--- config.mk ---
export PLATFORM = sky130hd
export DESIGN_NAME = pre_if_prefetch_queue
export DESIGN_NICKNAME = d
export VERILOG_FILES = /design/src/rtl/pre_if_prefetch_queue.sv
export SDC_FILE = /design/constraint.sdc
export NUM_CORES = 1
export LEC_CHECK = 0
export BUFFER_PORTS_ARGS = -buffer_cell sky130_fd_sc_hd__buf_2
export CAP_MARGIN = 25
export CORE_MARGIN = 2
export CORE_UTILIZATION = 50
export DETAILED_ROUTE_END_ITERATION = 16
export PLACE_DENSITY_LB_ADDON = 0.08
export SLEW_MARGIN = 40
export SYNTH_ARGS = -nofsm -noshare
export SYNTH_HDL_FRONTEND = slang
export SYNTH_SLANG_ARGS = --single-unit
--- constraint.sdc ---
create_clock -name clk -period 3.75 [get_ports clk]
set_clock_uncertainty 0.1 [all_clocks]
set_input_delay 0 -clock clk [delete_from_list [all_inputs] [get_ports clk]]
set_output_delay 0 -clock clk [all_outputs]
set_load 0.1 [all_outputs]
--- src/rtl/pre_if_prefetch_queue.sv ---
// pre_if_prefetch_queue: pre-IF fetch stage. Keeps up to DEPTH fetches outstanding on the
// inst_sram req/addr_ok/data_ok bus, buffers in-order responses in a circular queue and
// hands them to IF through a valid/allowin handshake. Flushes and redirects empty the queue
// and count the responses still in flight so they can be discarded when they arrive.
// Optional feature macro: PFS_PERF_CNT_EN (issued-fetch and dropped-response counters).
module pre_if_prefetch_queue #(
   parameter int unsigned DEPTH    = 2,
   parameter logic [31:0] RESET_PC = 32'hbfc00000
) (
   input  logic         clk,
   input  logic         reset,
   input  logic         fs_allowin,
   output logic         pfs_to_fs_valid,
   output logic [101:0] pfs_to_fs_bus,
   output logic         inst_sram_req,
   output logic [31:0]  inst_sram_addr,
   input  logic         inst_sram_addr_ok,
   input  logic [31:0]  inst_sram_rdata,
   input  logic         inst_sram_data_ok,
   input  logic         tlb_refill,
   input  logic         tlb_invalid,
   input  logic         br_redirect,
   input  logic [31:0]  br_target,
   input  logic         do_flush,
   input  logic [31:0]  flush_pc,
   output logic [31:0]  perf_issue_cnt,
   output logic [31:0]  perf_drop_cnt
);

   localparam int unsigned PtrW = $clog2(DEPTH);
   localparam int unsigned CntW = $clog2(DEPTH) + 1;

   typedef logic [PtrW-1:0] ptr_t;
   typedef logic [CntW-1:0] cnt_t;

   localparam cnt_t DepthCnt = cnt_t'(DEPTH);

   // Control state
   logic [31:0] fetch_pc_q, fetch_pc_d;
   logic        halt_q, halt_d;
   ptr_t        head_q, head_d;
   ptr_t        fill_q, fill_d;
   ptr_t        tail_q, tail_d;
   cnt_t        count_q, count_d;
   cnt_t        unfilled_q, unfilled_d;
   cnt_t        drop_cnt_q, drop_cnt_d;

   // Queue storage
   logic [DEPTH-1:0] ent_filled_q;
   logic [DEPTH-1:0] ent_ex_q;
   logic [4:0]       ent_excode_q [DEPTH];
   logic [31:0]      ent_pc_q     [DEPTH];
   logic [31:0]      ent_inst_q   [DEPTH];

   logic restart;
   logic misaligned;
   logic fault;
   logic can_alloc;
   logic fault_alloc;
   logic issue;
   logic push;
   logic pop;
   logic resp_drop;
   logic resp_fill;

   // Issue, fault-allocation, pop and response decisions for this cycle
   always_comb begin
      restart         = do_flush | br_redirect;
      misaligned      = (fetch_pc_q[1:0] != 2'b00);
      fault           = misaligned | tlb_refill | tlb_invalid;
      // A full queue suppresses both the bus request and the fault check
      can_alloc       = !reset && !halt_q && (count_q < DepthCnt) && !restart;
      inst_sram_req   = can_alloc && !fault;
      fault_alloc     = can_alloc && fault;
      issue           = inst_sram_req && inst_sram_addr_ok;
      push            = issue | fault_alloc;
      pfs_to_fs_valid = !reset && ent_filled_q[head_q] && (count_q != '0) && !restart;
      pop             = pfs_to_fs_valid && fs_allowin;
      resp_drop       = inst_sram_data_ok && (drop_cnt_q != '0);
      resp_fill       = inst_sram_data_ok && (drop_cnt_q == '0) && !restart;
   end

   assign inst_sram_addr = fetch_pc_q;

   // Next-state for pointers, occupancy, drop count, halt and fetch PC
   always_comb begin
      fetch_pc_d = fetch_pc_q;
      halt_d     = halt_q;
      head_d     = head_q;
      fill_d     = fill_q;
      tail_d     = tail_q;
      count_d    = count_q;
      unfilled_d = unfilled_q;
      drop_cnt_d = drop_cnt_q;
      if (restart) begin
         fetch_pc_d = do_flush ? flush_pc : br_target;
         halt_d     = 1'b0;
         head_d     = '0;
         fill_d     = '0;
         tail_d     = '0;
         count_d    = '0;
         unfilled_d = '0;
         // Every unfilled entry still owes a response; one arriving now is already consumed
         drop_cnt_d = drop_cnt_q + unfilled_q - cnt_t'(inst_sram_data_ok);
      end else begin
         if (resp_drop) begin
            drop_cnt_d = drop_cnt_q - cnt_t'(1);
         end
         if (pop) begin
            head_d = head_q + ptr_t'(1);
         end
         if (push) begin
            tail_d = tail_q + ptr_t'(1);
         end
         if (issue) begin
            fetch_pc_d = fetch_pc_q + 32'd4;
         end
         if (fault_alloc) begin
            halt_d = 1'b1;
         end
         count_d    = count_q + cnt_t'(push) - cnt_t'(pop);
         unfilled_d = unfilled_q + cnt_t'(issue) - cnt_t'(resp_fill);
         // With nothing awaiting data, park the fill pointer at the tail so it skips
         // pre-filled fault entries
         if (unfilled_d == '0) begin
            fill_d = tail_d;
         end else if (resp_fill) begin
            fill_d = fill_q + ptr_t'(1);
         end
      end
   end

   // Control state registers
   always_ff @(posedge clk) begin
      if (reset) begin
         fetch_pc_q <= RESET_PC;
         halt_q     <= 1'b0;
         head_q     <= '0;
         fill_q     <= '0;
         tail_q     <= '0;
         count_q    <= '0;
         unfilled_q <= '0;
         drop_cnt_q <= '0;
      end else begin
         fetch_pc_q <= fetch_pc_d;
         halt_q     <= halt_d;
         head_q     <= head_d;
         fill_q     <= fill_d;
         tail_q     <= tail_d;
         count_q    <= count_d;
         unfilled_q <= unfilled_d;
         drop_cnt_q <= drop_cnt_d;
      end
   end

   // Queue storage: responses land in the fill entry, new fetches/faults at the tail
   always_ff @(posedge clk) begin
      if (reset) begin
         ent_filled_q <= '0;
         ent_ex_q     <= '0;
      end else begin
         if (resp_fill) begin
            ent_inst_q[fill_q]   <= inst_sram_rdata;
            ent_filled_q[fill_q] <= 1'b1;
         end
         if (push) begin
            ent_filled_q[tail_q] <= fault_alloc;
            ent_ex_q[tail_q]     <= fault_alloc;
            ent_excode_q[tail_q] <= misaligned ? 5'h04 : 5'h02;
            ent_pc_q[tail_q]     <= fetch_pc_q;
            if (fault_alloc) begin
               ent_inst_q[tail_q] <= 32'h0;
            end
         end
      end
   end

   // Head entry toward IF; badvaddr and excode only carry meaning on exception entries
   always_comb begin
      pfs_to_fs_bus = '0;
      if (pfs_to_fs_valid) begin
         pfs_to_fs_bus[31:0]  = ent_pc_q[head_q];
         pfs_to_fs_bus[63:32] = ent_inst_q[head_q];
         if (ent_ex_q[head_q]) begin
            pfs_to_fs_bus[95:64]  = ent_pc_q[head_q];
            pfs_to_fs_bus[100:96] = ent_excode_q[head_q];
            pfs_to_fs_bus[101]    = 1'b1;
         end
      end
   end

`ifdef PFS_PERF_CNT_EN
   logic [31:0] perf_issue_q;
   logic [31:0] perf_drop_q;
   logic        drop_evt;

   assign drop_evt = inst_sram_data_ok && (restart || (drop_cnt_q != '0));

   // Free-running event counters, wrapping at 2^32
   always_ff @(posedge clk) begin
      if (reset) begin
         perf_issue_q <= 32'h0;
         perf_drop_q  <= 32'h0;
      end else begin
         if (issue) begin
            perf_issue_q <= perf_issue_q + 32'd1;
         end
         if (drop_evt) begin
            perf_drop_q <= perf_drop_q + 32'd1;
         end
      end
   end

   assign perf_issue_cnt = perf_issue_q;
   assign perf_drop_cnt  = perf_drop_q;
`else
   assign perf_issue_cnt = 32'h0;
   assign perf_drop_cnt  = 32'h0;
`endif

`ifndef SYNTHESIS
   // Late responses owed can never exceed the queue depth
   always_ff @(posedge clk) begin
      if (!reset) begin
         assert (drop_cnt_q <= DepthCnt)
         else $error("pre_if_prefetch_queue: drop_cnt %0d exceeds DEPTH", drop_cnt_q);
      end
   end
`endif

endmodule

# ---- Word-level counts from Yosys, hierarchy flattened
# Memory sizes are Yosys's and may differ from the RTL's. A register that Yosys moved wholly into a read port is not among the register bits.
# Cells that the tools add are included.
dict set report totals {
  ff_bits 46
  mem_bits_rw 134
  out_inout_bits 200
  word_cells 103
  n_memories 3
}
# memory depth word_bits read_ports rd_ports_with_merged_regs wr line_no
set mem_list {}
lappend mem_list {ent_inst_q 2 32 1 1 2 53} ;# logic [31:0] ent_inst_q [DEPTH];
lappend mem_list {ent_pc_q 2 32 1 1 1 52} ;# logic [31:0] ent_pc_q [DEPTH];
lappend mem_list {ent_excode_q 2 3 1 1 1 51} ;# logic [4:0] ent_excode_q [DEPTH];
dict set report classes {
  addsub 11
  n_lt_le_gt_ge 6
  muxes 40
  n_bitwise 5
  n_reduce_logical 28
}
# op count
set op_table {}
lappend op_table {{$mux 102} 1}
lappend op_table {{$mux 32} 3}
lappend op_table {{$mux 38} 1}
lappend op_table {{$add 32x3->32 const B} 1}
lappend op_table {{$mux 1} 25}
lappend op_table {{$logic_and 1x1->1} 15}
lappend op_table {{$reduce_bool 2->1} 6}
lappend op_table {{$mux 2} 5}
lappend op_table {{$lt 1x2->1 const B} 3}
lappend op_table {{$sub 2x1->2} 3}
lappend op_table {{$add 2x1->2} 2}
lappend op_table {{$bwmux 2} 2}
lappend op_table {{$logic_not 1->1} 4}
lappend op_table {{$logic_not 2->1} 2}
lappend op_table {{$or 1x1->1} 4}
lappend op_table {{$add 1x1->1 const B} 3}
lappend op_table {{$mux 3} 1}
lappend op_table {{$add 2x2->2} 1}
lappend op_table {{$demux 1 s1} 2}
lappend op_table {{$ge 1x1->1 const B} 2}
lappend op_table {{$lt 2x2->1 const B} 1}
lappend op_table {{$or 2x2->2} 1}
lappend op_table {{$reduce_or 2->1} 1}
lappend op_table {{$sub 2x1->2 const B} 1}

# ---- Longest topological paths before layout
# Gate-level depths: netlist of run 1.
dict set report depth {
  ltp_word 10
  mapped_depth 13
}

# ---- Worst setup path after synthesis of run 1
# OpenSTA, ideal clock, no wires.
dict set report synth_path {
  path_kind {reg2reg}
  from {register fetch_pc_q[1], in the netlist inst_sram_addr[1]}
  to {register ent_filled_q[1]}
  setup_time_ns 0.115
  arrival_ns 3.384
  setup_slack_ns 0.151
  stages_incl_launch_ff 6
  n_path_buf 0
  path_cell_list {dfxtp_1 -> or4_4 -> o211ai_1 -> nor2_1 -> nor2_1 -> o21a_1}
}
dict set report synth_via {
  elab_chain_cells 8
  elab_cells_between_ends 10
  cone_classes {2 x mux; 3 x bitwise; 5 x reduce/logical}
}
# item line_no
set synth_lines {}
lappend synth_lines {{start: declaration} 39} ;# logic [31:0] fetch_pc_q, fetch_pc_d;
lappend synth_lines {{start signal: assignment} 145} ;# fetch_pc_q <= fetch_pc_d;
lappend synth_lines {{$reduce_bool 2->1 (*)} 69} ;# misaligned = (fetch_pc_q[1:0] != 2'b00);
lappend synth_lines {{$or 1x1->1 (*) (2 in a row)} 70} ;# fault = misaligned | tlb_refill | tlb_invalid;
lappend synth_lines {{$logic_not 1->1} 73} ;# inst_sram_req = can_alloc && !fault;
lappend synth_lines {{$logic_and 1x1->1} 73}
lappend synth_lines {{$logic_and 1x1->1} 75} ;# issue = inst_sram_req && inst_sram_addr_ok;
lappend synth_lines {{$or 1x1->1} 76} ;# push = issue | fault_alloc;
lappend synth_lines {{$mux 2 (*)} 166} ;# if (push) begin
lappend synth_lines {{end signal: indexed assignment} 167} ;# ent_filled_q[tail_q] <= fault_alloc;
lappend synth_lines {{end: declaration} 49} ;# logic [DEPTH-1:0] ent_filled_q;
# Mark *: on every way between the ends. The rest lies on a longest branch, timed or not.
# A chain may end at the register's enable or synchronous reset.

# ---- Final worst setup path of run 1
dict set report layout_path {
  from {input port do_flush}
  to {output port pfs_to_fs_bus[32]}
}
dict set report layout_via {
  elab_chain_cells 4
}
# item line_no
set layout_lines {}
lappend layout_lines {{start: declaration} 24} ;# input logic do_flush,
lappend layout_lines {{$or 1x1->1} 68} ;# restart = do_flush | br_redirect;
lappend layout_lines {{$logic_not 1->1} 77} ;# pfs_to_fs_valid = !reset && ent_filled_q[head_q] && (count_q != '0) && !restart;
lappend layout_lines {{$logic_and 1x1->1} 77}
lappend layout_lines {{$mux 102} 181} ;# if (pfs_to_fs_valid) begin
lappend layout_lines {{end: declaration} 14} ;# output logic [101:0] pfs_to_fs_bus,
# No other way between the ends.

==> impl_metrics.csv, run 1 <==
group,metric,value,unit
power,leakage,4.86,nW
yosys,netlist_top_cells_area,"dfxtp_1, edfxtp_1, mux2i_1",
clocking,clock_path_buffers,2,
finish,drive_above_1_share,0.239,
die,dieWidth,137,um
sta,rsz0062_at_grt,"false",
yosys,syn_avg_cell_area,9.11,um2
routing,antenna_left,0,
critical_path,worstSetupStartpointType,"input pin",
global_routing,grtUsageTotal,0.275,
yosys,seq_area_frac_synth,0.484,
min_path,hp-class,"in2reg",
yosys,synthCells,967,
clocking,clockRootBuffer,"clkbuf_16",
clocking,worst_setup_hold_path_clk_slew,0.07,ns
global_routing,grt_pass1_vias,7642,
die,start_util,0.511,
finish,mostFrequentLayoutCell,"buf_2",
yosys,yosys_warnings,0,
flow_run,cap_violations,0,
placement,post-place-cells,1391,
critical_path,crit_type,"in2out",
yosys,ys_ff_latch,179,
clocking,cts_resized,0,
sta,timing.fmax,0.335,GHz
die,core,17200,um2
routing,drc,0,
finish,area_delta_synth_final,36.3,%
sta,worstMarginPinSlew,0.955,ns
critical_path,critical_path_arrival,2.89,ns
yosys,synth_edf_count,68,
die,ios,305,
critical_path,cp_max_fo,45,
routing,wl_per_cell,17.0,um
global_routing,antenna_found_initial,2,
die,die-height,137,um
sta,finalHoldViolCount,0,
finish,final_nets,1403,
clocking,cts_setup_buffers,0,
finish,final_cell_mix,"buf_2, nand2_1, nor2_1, dfxtp_1, dlygate4sd3_1",
power,p_per_area,410,nW/um2
placement,dpl_cell_area,10400,um2
routing,num_vias,8081,
sta,finalSetupViolCount,0,
routing,drt_wl_total,25.9,mm
global_routing,overflow,0,
sta,setup_tns,0,ns
yosys,async_flop_share,0,
placement,hpwlAfterDp,17.2,mm
sta,slew_headroom,0.358,
finish,stdcell_count,1528,
die,rows,48,
yosys,synth_ff_type,"dfxtp_1",
yosys,synth.top_cell.area_share,0.252,
die,die_area,18700,um2
sta,finalCriticalPeriod,2.99,ns
placement,gp_congestion,0.837,
routing,viasPerCell,5.29,
clocking,clk_latency,0.43,ns
routing,first_pass_iters,5,
sta,fin_hold_ws,0.0378,ns
critical_path,critPathLaunch,"do_flush",
placement,io_buffers,237,
finish,postLayoutCellArea,12000,um2
clocking,postCtsHoldBufs,103,
finish,final_core_util,0.696,
routing,drt-initial-drc-count,509,
yosys,yosysUniqueCellTypes,55,
yosys,yosysTopAreaCell,"dfxtp_1",
global_routing,grt_max_degree,46,
clocking,cts.sink_count,179,
finish,fillers,1378,
min_path,min_from,"br_target[23]",
global_routing,grt_first_pass_wirelength,39.5,mm
sta,period_share,0.796,
critical_path,worst_setup_path_end_kind,"primary output",
critical_path,timing.rr.start,"inst_sram_addr[1]",
clocking,cts_buffers,17,
clocking,cts_tree,"done",
power,ir_worst_vdd,306,uV
yosys,synth_area,8810,um2
critical_path,worstPathRequired,3.65,ns
outcome,outcome,"complete, no violations",
sta,slew_violations,0,
clocking,h-tree-depth,4,
area by class of cell:
type	count	area, um2	share of cell area
Sequential cell	179	4270	0.356
Multi-Input combinational cell	710	4050	0.337
Timing Repair Buffer	359	2740	0.228
Clock buffer	23	524	0.0437
Tap cell	225	282	0.0235
Inverter	21	78.8	0.00657
Clock inverter	9	63.8	0.00532
Antenna cell	2	5.00	0.000417
kinds of logic after synthesis:
kind of cell	Yosys count	synth area share
flops	179	0.484
simple gates	376	0.193
mux	77	0.0877
compound gates	160	0.111
other cells	1	0.000426
buf+inv	144	0.0904
xor+xnor	20	0.0199
fa+ha+maj	10	0.0142
Yosys cell counts, types with 2 or more instances:
cell type,n
clkbuf_1,43
nor2_1,135
xor2_1,3
a211o_1,3
o22ai_1,15
inv_1,19
xnor2_1,17
nand2_1,155
nor4_4,4
nor4_2,3
o21a_1,2
o31a_1,4
o31ai_1,2
mux2i_1,76
ha_1,10
a211oi_1,9
buf_2,3
a21oi_1,81
o21ai_0,14
a31oi_1,2
nor3_1,16
nor4_1,10
o311a_1,3
nand4_1,9
or3_1,3
and3_1,4
a22oi_1,12
and2_1,6
buf_4,67
dfxtp_1,111
edfxtp_1,68
o211ai_1,5
nand2b_1,2
buf_1,10
and4_1,7
nand3_1,15
power by group:
part | total (W) | internal (W) | switching (W)
Clock | 0.00174 | 0.000994 | 0.000749
Combinational | 0.000969 | 0.000263 | 0.000706
Sequential | 0.00222 | 0.00213 | 0.0000885
Total | 0.00493 | 0.00338 | 0.00154
critical path, cell delays in order:
cell           delay [ns]
dlygate4sd3_1        0.54
buf_2                0.13
buf_4                0.23
nor3_1               0.26
buf_4                0.26
nand2_2              0.32
buf_4                0.41
nor2_1               0.21
buf_2                0.45
sequential cells by signal (all words and copies together) (netlist names), 4 cells and up, named ones only:
register,cells
ent_inst_q,64
ent_excode_q,4
ent_pc_q,64
inst_sram_addr,32
metal layers:
metal / track usage / share of wire / routed length, um / vias to the layer above
li1: - / - / - / 3879
met2: 0.463 / 0.49 / 12600 / 315
met4: 0.100 / 0.023 / 608 / 0
met3: 0.0467 / 0.060 / 1560 / 43
met5: 0 / 0 / 0 / -
met1: 0.355 / 0.43 / 11200 / 3844
path summary, 6_finish.rpt:
| check | endpoint | slack, ns | cells after the start |
|---|---|---|---|
| max | pfs_to_fs_bus[32] | 0.76 | 9 |
| min reg2reg | ent_inst_q[1][16] | 0.35 | 2 |
| max reg2reg | fill_q | 0.83 | 11 |
| min | inst_sram_addr[23] | 0.04 | 5 |
per-stage QoR:
step                      total power (W)  worst slack, ns
final                             0.00493            0.765
after floorplan                   0.00300            0.151
after global routing              0.00509            0.554
after detailed placement          0.00312            0.849
after global placement            0.00311            0.947
after CTS                         0.00494            0.780
No activity file was read; power rests on OpenSTA's default activity.
==> run 2, diff against run 1 <==
==> constraint.sdc (replaced) <==
create_clock -name clk -period 2.85 [get_ports clk]
set_clock_uncertainty 0.1 [all_clocks]
set_input_delay 0 -clock clk [delete_from_list [all_inputs] [get_ports clk]]
set_output_delay 0 -clock clk [all_outputs]
set_load 0.1 [all_outputs]
==> impl_metrics.csv, run 2 (same netlist as run 1, synthesis figures left out) <==
group,metric,value,unit
critical_path,path_cells,"or4_4 -> nor4_4 -> inv_2 -> buf_4 -> nand2_2 -> o211ai_1 -> dlygate4sd3_1 -> o311a_1",
power,p_per_area,495,nW/um2
routing,drt_wl_total,27.3,mm
clocking,cts.sink_count,179,
clocking,h-tree-depth,4,
die,dieWidth,137,um
global_routing,grt_pass1_vias,8119,
sta,finalHoldViolCount,0,
global_routing,antenna_found_initial,3,
sta,worstMarginPinSlew,0.661,ns
finish,postLayoutCellArea,13300,um2
critical_path,critical_path_arrival,2.99,ns
routing,viasPerCell,5.36,
critical_path,worst_setup_path_end_kind,"flip-flop",
global_routing,overflow,0,
global_routing,grt_max_degree,56,
power,power,0.00656,W
sta,setup_tns,0,ns
finish,mostFrequentLayoutCell,"nand2_1",
global_routing,grt_first_pass_wirelength,42.4,mm
die,die-height,137,um
clocking,worst_setup_hold_path_clk_slew,0.07,ns
routing,drc,0,
sta,period_share,0.974,
critical_path,cp_max_fo,18,
critical_path,max_stage_delay,0.58,ns
critical_path,crit_type,"reg2reg",
clocking,clockRootBuffer,"clkbuf_16",
placement,io_buffers,237,
routing,antenna_left,0,
die,rows,48,
sta,rsz0062_at_grt,"false",
min_path,hp-class,"in2reg",
routing,drt-initial-drc-count,593,
sta,finalSetupViolCount,0,
sta,finalCriticalPeriod,2.78,ns
finish,drive_above_1_share,0.248,
outcome,outcome,"complete, no violations",
routing,num_vias,8236,
clocking,clock_path_buffers,2,
critical_path,worstSetupStartpointType,"flip-flop",
flow_run,cap_violations,0,
critical_path,worstPathRequired,3.07,ns
die,ios,305,
routing,wl_per_cell,17.8,um
placement,dpl_cell_area,11700,um2
placement,gp_congestion,0.893,
sta,slew_violations,0,
die,start_util,0.511,
clocking,clk_latency,0.43,ns
die,die_area,18700,um2
routing,first_pass_iters,5,
sta,fin_hold_ws,0.0209,ns
power,leakage,5.11,nW
die,core,17200,um2
global_routing,grtUsageTotal,0.296,
finish,final_nets,1411,
finish,area_delta_synth_final,50.7,%
clocking,cts_tree,"done",
placement,hpwlAfterDp,18.2,mm
sta,timing.fmax,0.360,GHz
critical_path,critPathSlowestCell,"dlygate4sd3_1",
power,ir_worst_vdd,415,uV
finish,final_cell_mix,"nand2_1, buf_2, nor2_1, dfxtp_1, buf_12",
clocking,cts_buffers,17,
sta,slew_headroom,0.559,
finish,fillers,1174,
[run 2: changes by cell type in the layout (fill, tap and decap cells not counted), moves of 2 or more]
cell / delta
dfxtp_1: -2
bufinv_16: +2
buf_16: +2
clkinv_2: -3
clkbuf_2: -2
inv_6: +4
dfxtp_4: +2
buf_4: +11
dlygate4sd3_1: -5
buf_12: +79
buf_8: -2
buf_2: -77
clkbuf_16: -3
[run 2: what timing repair did]
item                                    in CTS  in global routing
resized for setup                            0                  1
setup buffers                                0                  2
hold buffers                                98                  0
hold endpoints to repair                   100                  0
endpoints found under the setup margin       0                  2
[run 2: report_power, final]
group / switching, W / total [W] / internal (W)
sequential: 0.000112 / 0.00291 / 0.00280
clock: 0.00103 / 0.00236 / 0.00133
combinational: 0.000942 / 0.00129 / 0.000351
total: 0.00208 / 0.00656 / 0.00448
[run 2: area by class of cell]
class,count,area (um2),share of cell area
diodes,3,7.51,0.000566
clock buffers,19,443,0.0334
clock inverters,13,146,0.0110
inverters,21,78.8,0.00594
multi-input cells,710,4050,0.305
flip-flops and latches,179,4280,0.322
well taps,225,282,0.0212
repair buffers,367,3990,0.301
[run 2: final timing paths]
| kind | depth (start not counted) | slack (ns) | startpoint | to |
|---|---|---|---|---|
| worst min register to register | 2 | 0.35 | ent_inst_q[1][10] | ent_inst_q[1][10] |
| worst max register to register | 8 | 0.07 | inst_sram_addr[0] | inst_sram_addr[9] |
| worst max-delay path | 8 | 0.07 | inst_sram_addr[0] | inst_sram_addr[9] |
| worst min-delay path | 5 | 0.02 | do_flush | inst_sram_addr[8] |
[run 2: routing by layer]
metal / track usage / part of all wire
met5: 0 / 0
met4: 0.138 / 0.029
met3: 0.0559 / 0.064
met2: 0.500 / 0.50
met1: 0.364 / 0.41
[run 2: metrics by stage]
stage | util | std cells | setup WS [ns]
after detailed placement | 0.677 | 1402 | 0.218
after global placement | 0.672 | 1398 | 0.310
after global routing | 0.770 | 1537 | 0.00292
after CTS | 0.768 | 1532 | 0.0324
final | 0.770 | 1537 | 0.0737
after floorplan | - | 1033 | -0.0202
[run 2: worst max-delay path, delay by kind of cell (launching register included)]
family	cells	cell delay, ns
buf+inv	3	0.87
compound gates	2	0.25
flops	1	0.37
simple gates	3	1.06
==> run 3, diff against run 2 <==
--- a/config.mk
+++ b/config.mk
@@ -10,6 +10,7 @@
 export CORE_MARGIN = 2
 export CORE_UTILIZATION = 50
 export DETAILED_ROUTE_END_ITERATION = 16
+export HOLD_SLACK_MARGIN = 0.05
 export PLACE_DENSITY_LB_ADDON = 0.08
 export SLEW_MARGIN = 40
 export SYNTH_ARGS = -nofsm -noshare
==> impl_metrics.csv, run 3 (same netlist as run 1, synthesis figures left out) <==
group,metric,value,unit
sta,period_share,1.02,
power,p_comb_frac,0.201,
placement,hpwlAfterDp,18.2,mm
routing,drc,0,
sta,rsz0062_at_grt,"true",
sta,fin_hold_ws,0.0631,ns
clocking,cts_tree,"done",
critical_path,critical_path_arrival,3.11,ns
die,start_util,0.511,
finish,area_delta_synth_final,53.5,%
critical_path,worst_setup_path_end_kind,"flip-flop",
clocking,h-tree-depth,4,
power,power.net_switching,0.00210,W
critical_path,worstSetupStartpointType,"flip-flop",
power,seqPwrFrac,0.441,
clocking,clockRootBuffer,"clkbuf_16",
sta,finalSetupViolCount,1,
die,ios,305,
die,rows,48,
placement,gp_congestion,0.893,
power,p_per_area,488,nW/um2
routing,viasPerCell,5.42,
power,switching_share,0.318,
finish,final_core_util,0.785,
die,die_area,18700,um2
power,power.internal,0.00451,W
routing,first_pass_iters,5,
outcome,outcome,"complete, but fails checks",
clocking,cts_buffers,17,
routing,antenna_left,0,
outcome,violations,"negative setup slack",
power,clock_power_share,0.358,
clocking,cts.sink_count,179,
global_routing,grtUsageTotal,0.300,
routing,drt-initial-drc-count,676,
flow_run,cap_violations,0,
sta,finalHoldViolCount,0,
sta,slew_violations,0,
die,dieWidth,137,um
power,leakage,5.27,nW
global_routing,grt_pass1_vias,8214,
global_routing,grt_max_degree,56,
sta,setup_tns,-0.0538,ns
finish,mostFrequentLayoutCell,"nand2_1",
clocking,worst_setup_hold_path_clk_slew,0.07,ns
routing,wl_per_cell,18.0,um
finish,drive_above_1_share,0.247,
global_routing,antenna_found_initial,2,
power,ir_worst_vdd,430,uV
routing,drt_wl_total,28.0,mm
critical_path,crit_type,"reg2reg",
routing,num_vias,8433,
sta,slew_headroom,0.562,
critical_path,cp_max_fo,7,
global_routing,overflow,0,
sta,timing.fmax,0.344,GHz
finish,final_nets,1432,
clocking,clock_path_buffers,2,
placement,io_buffers,237,
min_path,hp-class,"in2reg",
critical_path,worstPathRequired,3.06,ns
sta,finalWorstSetupSlack,-0.0538,ns
sta,worstMarginPinSlew,0.656,ns
die,core,17200,um2
clocking,clk_latency,0.43,ns
global_routing,grt_first_pass_wirelength,43.0,mm
sta,finalCriticalPeriod,2.90,ns
die,die-height,137,um
finish,final_cell_mix,"nand2_1, buf_2, nor2_1, dlygate4sd3_1, dfxtp_1",
-- run 3: power by group through the flow --
| stage | clock network, W | logic, W | registers (W) |
|---|---|---|---|
| floorplan | 0 | 0.000769 | 0.00317 |
| global route | 0.00248 | 0.00140 | 0.00293 |
| global placement | 0 | 0.00114 | 0.00296 |
| CTS | 0.00238 | 0.00130 | 0.00291 |
| finish | 0.00236 | 0.00133 | 0.00291 |
| detailed placement | 0 | 0.00116 | 0.00296 |
-- run 3: path summary, 6_finish.rpt --
check / startpoint / endpoint / slack [ns] / cells after the start
setup / recovery: inst_sram_addr[0] / fill_q / -0.05 / 11
hold reg to reg: ent_inst_q[0][25] / ent_inst_q[0][25] / 0.35 / 2
hold / removal: flush_pc[25] / inst_sram_addr[25] / 0.06 / 4
setup reg to reg: inst_sram_addr[0] / fill_q / -0.05 / 11
-- run 3: repair_timing --
| action | 4_1_cts | 5_1_grt |
|---|---|---|
| setup endpoints to repair | 0 | 13 |
| setup buffers | 0 | 4 |
| endpoints found under the hold margin | 107 | 0 |
| hold buffers | 117 | 0 |
| resized for setup | 0 | 12 |
-- run 3: layout make-up --
class                           instances  area (um2)
Antenna cell                            2        5.00
Clock buffer                           19         443
Clock inverter                         13         146
Fill cell                            1123        3710
Inverter                               21        78.8
Multi-Input combinational cell        710        4080
Sequential cell                       179        4280
Tap cell                              225         282
Timing Repair Buffer                  388        4210
-- run 3: per-stage QoR --
stage               power (W)  worst slack, ns  area, um2  cells
floorplan             0.00394          -0.0202       9080   1033
global placement      0.00409            0.310      11600   1398
detailed placement    0.00412            0.218      11700   1402
CTS                   0.00659           0.0324      13400   1551
global route          0.00681           -0.132      13500   1557
finish                0.00660          -0.0538      13500   1557
-- run 3: metal layers --
layer / part of all wire / vias up / track usage
li1: - / 3936 / -
met5: 0 / - / 0
met1: 0.39 / 4016 / 0.370
met2: 0.51 / 424 / 0.511
met4: 0.026 / 0 / 0.131
met3: 0.074 / 57 / 0.0585
-- run 3: worst max-delay path, stage by stage (launching register included) --
cell,delay (ns)
dfxtp_4,0.37
or4_4,0.53
nor4_4,0.37
inv_2,0.10
ha_1,0.30
inv_1,0.07
ha_4,0.16
xnor2_2,0.13
xnor2_1,0.22
nor2_1,0.11
nor3_1,0.22
a211oi_1,0.09
